--- src/rtl/rank_score_picker_if.sv ---
// Handshake bundle between the matcher bank, rank_score_picker and the card-decision logic.
interface rank_score_picker_if #(
  parameter int unsigned NUM_RANKS = 13,
  parameter int unsigned SCORE_W   = 11,
  parameter int unsigned RANK_W    = $clog2(NUM_RANKS + 1)
);
  logic [NUM_RANKS*SCORE_W-1:0] scores_in;
  logic                         scores_valid;
  logic                         out_ready;
  logic                         out_valid;
  logic [RANK_W-1:0]            rank_idx;
  logic [SCORE_W-1:0]           best_score;
  logic [SCORE_W-1:0]           second_score;
  logic                         busy;
  logic                         overrun;

  modport master (
    output scores_in, scores_valid, out_ready,
    input  out_valid, rank_idx, best_score, second_score, busy, overrun
  );

  modport slave (
    input  scores_in, scores_valid, out_ready,
    output out_valid, rank_idx, best_score, second_score, busy, overrun
  );
endinterface

--- src/rtl/rank_score_picker.sv ---
// Latches one mismatch score per rank template, scans serially for the lowest two scores
// and presents the winner over valid/ready. Optional macro SCORE_REJECT_EN: NO_MATCH if best > REJECT_THRESH.
module rank_score_picker #(
  parameter int unsigned NUM_RANKS     = 13,
  parameter int unsigned SCORE_W       = 11,
  parameter int unsigned RANK_W        = $clog2(NUM_RANKS + 1),
  parameter int unsigned REJECT_THRESH = 400
) (
  input logic              clk,
  input logic              rst,
  rank_score_picker_if.slave bus
);

`ifdef SCORE_REJECT_EN
  localparam bit REJECT_EN = 1'b1;
`else
  localparam bit REJECT_EN = 1'b0;
`endif

  typedef enum logic [1:0] {IDLE, SCAN, DONE} state_t;

  state_t             state;
  logic [SCORE_W-1:0] bank [NUM_RANKS];
  logic [RANK_W-1:0]  idx;
  logic [RANK_W-1:0]  best_idx;
  logic [SCORE_W-1:0] best;
  logic [SCORE_W-1:0] second;

  logic [SCORE_W-1:0] cur_c;
  logic [SCORE_W-1:0] best_nx_c;
  logic [SCORE_W-1:0] second_nx_c;
  logic [RANK_W-1:0]  best_idx_nx_c;
  logic               last_c;
  logic               reject_c;

  // One scan step: fold the current bank entry into the running best/second pair.
  // A tie with best leaves the earlier index winning and pulls second down to best.
  always_comb begin
    cur_c         = bank[idx];
    best_nx_c     = best;
    second_nx_c   = second;
    best_idx_nx_c = best_idx;
    if (cur_c < best) begin
      second_nx_c   = best;
      best_nx_c     = cur_c;
      best_idx_nx_c = idx;
    end else if (cur_c < second) begin
      second_nx_c = cur_c;
    end
    last_c   = (idx == RANK_W'(NUM_RANKS - 1));
    reject_c = REJECT_EN && (best_nx_c > SCORE_W'(REJECT_THRESH));
  end

  always_ff @(posedge clk) begin
    if (rst) begin
      state            <= IDLE;
      idx              <= '0;
      best_idx         <= '0;
      best             <= '0;
      second           <= '0;
      bus.out_valid    <= 1'b0;
      bus.rank_idx     <= '0;
      bus.best_score   <= '0;
      bus.second_score <= '0;
      bus.busy         <= 1'b0;
      bus.overrun      <= 1'b0;
      for (int i = 0; i < int'(NUM_RANKS); i++) bank[i] <= '0;
    end else begin
      bus.overrun <= 1'b0;
      case (state)
        IDLE: begin
          if (bus.scores_valid) begin
            for (int i = 0; i < int'(NUM_RANKS); i++)
              bank[i] <= bus.scores_in[i*int'(SCORE_W) +: SCORE_W];
            idx      <= '0;
            best     <= '1;
            second   <= '1;
            best_idx <= '0;
            bus.busy <= 1'b1;
            state    <= SCAN;
          end
        end
        SCAN: begin
          bus.overrun <= bus.scores_valid;
          best        <= best_nx_c;
          second      <= second_nx_c;
          best_idx    <= best_idx_nx_c;
          idx         <= idx + RANK_W'(1);
          if (last_c) begin
            state            <= DONE;
            bus.out_valid    <= 1'b1;
            bus.rank_idx     <= reject_c ? '1 : best_idx_nx_c;
            bus.best_score   <= best_nx_c;
            bus.second_score <= second_nx_c;
          end
        end
        DONE: begin
          bus.overrun <= bus.scores_valid;
          if (bus.out_ready) begin
            bus.out_valid <= 1'b0;
            bus.busy      <= 1'b0;
            state         <= IDLE;
          end
        end
        default: state <= IDLE;
      endcase
    end
  end

endmodule
--- src/flat_wrapper.sv ---
// flat-port wrapper written by rule: the top's interface ports become plain ports
module rank_score_picker_flat 
#(
  parameter int unsigned NUM_RANKS     = 13,
  parameter int unsigned SCORE_W       = 11,
  parameter int unsigned RANK_W        = $clog2(NUM_RANKS + 1),
  parameter int unsigned REJECT_THRESH = 400
)
  (clk, rst, bus_scores_in, bus_scores_valid, bus_out_ready, bus_out_valid, bus_rank_idx, bus_best_score, bus_second_score, bus_busy, bus_overrun);
  rank_score_picker_if #(.NUM_RANKS(NUM_RANKS), .SCORE_W(SCORE_W), .RANK_W(RANK_W)) bus_i ();
  input logic clk;
  input logic rst;
  input wire logic [$bits(bus_i.scores_in)-1:0] bus_scores_in;
  input wire logic [$bits(bus_i.scores_valid)-1:0] bus_scores_valid;
  input wire logic [$bits(bus_i.out_ready)-1:0] bus_out_ready;
  output wire logic [$bits(bus_i.out_valid)-1:0] bus_out_valid;
  output wire logic [$bits(bus_i.rank_idx)-1:0] bus_rank_idx;
  output wire logic [$bits(bus_i.best_score)-1:0] bus_best_score;
  output wire logic [$bits(bus_i.second_score)-1:0] bus_second_score;
  output wire logic [$bits(bus_i.busy)-1:0] bus_busy;
  output wire logic [$bits(bus_i.overrun)-1:0] bus_overrun;
  assign bus_i.scores_in = bus_scores_in;
  assign bus_i.scores_valid = bus_scores_valid;
  assign bus_i.out_ready = bus_out_ready;
  assign bus_out_valid = bus_i.out_valid;
  assign bus_rank_idx = bus_i.rank_idx;
  assign bus_best_score = bus_i.best_score;
  assign bus_second_score = bus_i.second_score;
  assign bus_busy = bus_i.busy;
  assign bus_overrun = bus_i.overrun;
  rank_score_picker #(.NUM_RANKS(NUM_RANKS), .SCORE_W(SCORE_W), .RANK_W(RANK_W), .REJECT_THRESH(REJECT_THRESH)) u_core (.clk(clk), .rst(rst), .bus(bus_i));
endmodule
--- config.mk ---
export PLATFORM = sky130hd
export DESIGN_NAME = rank_score_picker_flat
export DESIGN_NICKNAME = d
export VERILOG_FILES = /design/src/rtl/rank_score_picker_if.sv /design/src/rtl/rank_score_picker.sv /design/src/flat_wrapper.sv
export SDC_FILE = /design/constraint.sdc
export NUM_CORES = 1
export LEC_CHECK = 0
export CORE_MARGIN = 2
export CORE_UTILIZATION = 49
export CTS_BUF_LIST = sky130_fd_sc_hd__clkbuf_4
export DETAILED_ROUTE_END_ITERATION = 8
export GPL_ROUTABILITY_DRIVEN = 0
export PLACE_DENSITY = 0.78
export SYNTH_ARGS = -nofsm -noshare
export SYNTH_HDL_FRONTEND = slang
export SYNTH_SLANG_ARGS = --single-unit
--- constraint.sdc ---
create_clock -name clk -period 4.61 [get_ports clk]
set_input_delay 0.461 -clock clk [delete_from_list [all_inputs] [get_ports clk]]
set_output_delay 0.461 -clock clk [all_outputs]
set_load 0.05 [all_outputs]
==> impl_metrics.csv <==
group,metric,value,unit
status,status,"finished clean",
logic_synthesis,synth.top_cell.area_share,0.4443,
grt,grt_pass1_wl,35.40,mm
setup_path,crit_path_end_kind,"flop",
grt,grt_max_degree,58,
run,cap_violations,0,
floorplanning,placementRows,51,
pwr,switching_share,0.2675,
timing,grt_setup_unrepaired,"no",
setup_path,cp-start-kind,"flop",
cts,cts_root_buffer,"clkbuf_4",
floorplanning,core_area,19400,sq um
timing,fin_skew,0.06017,ns
floorplanning,die_w,144.4,um
logic_synthesis,synth_xor_area_frac,0,
cells_and_area,stdcell_area,12370,sq um
cells_and_area,syn2layout_area_growth,27.97,%
cells_and_area,fin_util,0.6376,
logic_synthesis,synth-edff-count,143,
setup_path,slowest_delay,0.76,ns
cells_and_area,seq_area,5598,sq um
pwr,power.leakage,4.716,nW
min_path,hp-class,"in2reg",
logic_synthesis,syn-cell-area,9666,sq um
floorplanning,dieArea,20860,sq um
setup_path,critPathBufInv,1,
setup_path,cpLargestDelayFamily,"simple AND/OR/NAND/NOR gates",
pwr,p_seq_frac,0.489,
setup_path,worstPathCellList,"buf_4, mux4_2, a22oi_1, nand2_1, ha_1, nand2_1, o21ai_0, a211oi_2, o31ai_2, nand2b_1, nor2_1, a2111oi_0",
placed_design,io_buffers,175,
cells_and_area,multi_input_area,3719,sq um
cells_and_area,nNetsFinal,1149,
setup_path,crit_arrival,4.77,ns
cts,cts.sinks,208,
logic_synthesis,ys_async_sr_fraction,0,
pwr,combPwrFrac,0.172,
cts,holdBufCountCts,0,
timing,finalMaxSlewViolations,0,
timing,final.period_utilization,0.9296,
routing,wl,22.59,mm
cells_and_area,drive_gt1_frac,0.1563,
timing,whs,0.3538,ns
logic_synthesis,yosysWarnings,0,
cells_and_area,instances_no_fill,1283,
logic_synthesis,yosys.area.top_type,"edfxtp_1",
pwr,peakVddDrop,210.3,uV
min_path,min_to,"u_core.best[6]$_SDFFE_PP0P_",
timing,relSlewSlack,0.4402,
pwr,switchingPower,1.224,mW
timing,tightest_slew,0.8367,ns
timing,tns,0,ns
floorplanning,chipHeight,144.4,um
logic_synthesis,synthFlopType,"edfxtp_1",
logic_synthesis,ys_ff_latch,208,
setup_path,crit_fanout,29,
timing,report.final.setup_viol,0,
cts,cts_buffers,52,
logic_synthesis,synth_top_family_by_area,"simple AND/OR/NAND/NOR gates",
cts,clk_pin_slew,0.07,ns
grt,antenna_found_initial,1,
logic_synthesis,yosysUniqueCellTypes,48,
timing,fin_crit,4.285,ns
floorplanning,start_util,0.4983,
setup_path,crit_slowest_cell,"dfxtp_2",
routing,drt_pass1_iterations,5,
setup_path,r2r_cells,12,
routing,antenna_left,0,
cts,cts_resized,0,
logic_synthesis,synth_cells,779,
logic_synthesis,muxShareOfSynthArea,0.09113,
setup_path,crit_top_cell,"nand2_1",
placed_design,dpl.hpwl,16.50,mm
grt,grt_pass1_vias,6796,
cts,clk-insertion-delay-late,0.67,ns
logic_synthesis,synth_compound_area_frac,0.1117,
logic_synthesis,synthAdderAreaFrac,0.03236,
routing,drc,0,
placed_design,place_inst,1188,
cts,postCtsSetupRepairBufs,0,
floorplanning,top_level_ports,176,
cells_and_area,fill_cells,1490,
routing,vias,6892,
cts,cts_htree_levels,2,
logic_synthesis,synth_fp_nets,951,
logic_synthesis,avgSynthCellArea,12.41,sq um
pwr,clockPowerShare,0.339,
routing,drt_iter0_markers,480,
setup_path,rrSetupSlack,0.32,ns
min_path,hp-start,"rst",
routing,via_per_inst,5.372,
logic_synthesis,yosysSeqAreaShare,0.5789,
placed_design,placed_area,11690,sq um
logic_synthesis,synthTopCellsByArea,"edfxtp_1 (44%), dfxtp_1 (13%), and2_1 (7.2%), mux4_2 (7.0%), ha_1 (3.2%)",
logic_synthesis,synthSimpleGateAreaFrac,0.1480,
pwr,internal-power,3.352,mW
timing,fmax,233.4,MHz
cts,cts_tree,"done",
setup_path,worstSetupPathType,"reg2reg",
min_path,hold_depth,4,
pwr,p_per_area,369.9,nW/um^2
cts,max-clock-path-buffers,3,
timing,hold_viol,0,
setup_path,worstPathRequired,5.09,ns
setup_path,r2r-end,"u_core.second[0]$_SDFFE_PP0P_",
routing,avgRoutedWirePerCell,17.60,um
grt,overflow,0,
grt,grt.total_usage,0.2230,
[registers in the layout, indices dropped and copies added, names as in the netlist, named ones only]
name / flops
u_core.best: 11
u_core.second: 11
u_core.best_idx: 4
u_core.bus.overrun: 1
u_core.bus.second_score: 11
u_core.bus.out_valid: 1
u_core.bus.busy: 1
u_core.bank: 143
u_core.bus.best_score: 11
u_core.bus.rank_idx: 4
u_core.idx: 4
u_core.state: 2
[metrics by stage]
stage / total power [mW] / setup WS (ns)
3_5_place_dp: 3.055 / 0.3548
3_3_place_gp: 3.033 / 0.5799
2_1_floorplan: 2.773 / 0.2092
6_report: 4.576 / 0.3246
4_1_cts: 4.601 / 0.3767
5_1_grt: 4.786 / 0.001354
[power by group through the flow]
stage	Clock, mW	Sequential, mW	Combinational [mW]
after floorplan	0	2.25	0.519
final	1.55	2.24	0.786
after global placement	0	2.27	0.764
after detailed placement	0	2.28	0.780
after CTS	1.58	2.23	0.782
after global routing	1.68	2.25	0.862
[layer usage]
| layer | wire length, um | global-route usage | part of all wire |
|---|---|---|---|
| met1 | 9720 | 0.3047 | 0.43 |
| met4 | 590 | 0.08329 | 0.026 |
| met5 | 0 | 0 | 0 |
| met3 | 1608 | 0.05000 | 0.071 |
| met2 | 10670 | 0.3515 | 0.47 |
[final cells by class]
cell class              count  share of cell area
repair buffers            198              0.1562
clock inverters            17            0.008092
well taps                 265             0.02681
clock buffers              77             0.04673
flip-flops and latches    208              0.4526
inverters                  29            0.008800
diodes                      1           0.0002023
multi-input cells         488              0.3006
[layout by cell type, fill, tap and decap left out, types with 12 or more instances in the layout]
| master | count |
|---|---|
| nor2b_1 | 42 |
| o21ai_0 | 34 |
| mux2i_1 | 19 |
| ha_1 | 25 |
| and2_1 | 112 |
| a22oi_1 | 20 |
| clkdlybuf4s50_1 | 174 |
| edfxtp_1 | 143 |
| a21oi_1 | 28 |
| clkbuf_4 | 77 |
| inv_1 | 29 |
| nand2_1 | 49 |
| mux4_2 | 30 |
| buf_4 | 22 |
| a31oi_1 | 14 |
| dfxtp_1 | 63 |
| clkinv_1 | 12 |
| nor2_1 | 33 |
[synth_stat cells, types with 2 or more instances]
| cell type | number |
|---|---|
| a211oi_1 | 3 |
| a211oi_2 | 2 |
| a21boi_0 | 2 |
| a21o_1 | 2 |
| a21oi_1 | 28 |
| a221oi_1 | 2 |
| a22oi_1 | 20 |
| a311o_1 | 8 |
| a31oi_1 | 14 |
| a32oi_1 | 11 |
| and2_1 | 112 |
| and3_1 | 4 |
| buf_1 | 2 |
| buf_2 | 8 |
| buf_4 | 6 |
| buf_6 | 3 |
| clkbuf_1 | 35 |
| dfxtp_1 | 65 |
| edfxtp_1 | 143 |
| ha_1 | 25 |
| inv_1 | 29 |
| mux2i_1 | 19 |
| mux4_2 | 30 |
| nand2_1 | 50 |
| nand2b_1 | 6 |
| nand3_1 | 4 |
| nand4_1 | 3 |
| nor2_1 | 34 |
| nor2b_1 | 42 |
| nor3_1 | 4 |
| nor3b_1 | 2 |
| o21ai_0 | 34 |
| o221a_2 | 11 |
| o22ai_1 | 2 |
[logic make-up after synthesis]
group                      after synthesis
DFF                                    208
muxes                                   50
AOI/OAI and AO/OA                      150
adders and majority gates               25
buffers and inverters                   83
and+or+nand+nor                        263
[tightest hold or removal path, cell delays in order]
cell and delay (ns):
buf_2 0.09, inv_1 0.03, buf_4 0.22, o221a_2 0.16
[how the worst max path moves through the flow]
stage	endpoint	slack (ns)	cells past startpoint
after CTS	u_core.second[0]$_SDFFE_PP0P_	0.38	12
after global routing	u_core.second[0]$_SDFFE_PP0P_	0.001	11
after detailed placement	u_core.second[0]$_SDFFE_PP0P_	0.35	12
final	u_core.second[0]$_SDFFE_PP0P_	0.32	12
after floorplan	u_core.bank[0][0]$_SDFFCE_PN0P_	0.21	3
after global placement	u_core.second[0]$_SDFFE_PP0P_	0.58	12
Power figures use the tool's default switching activity.
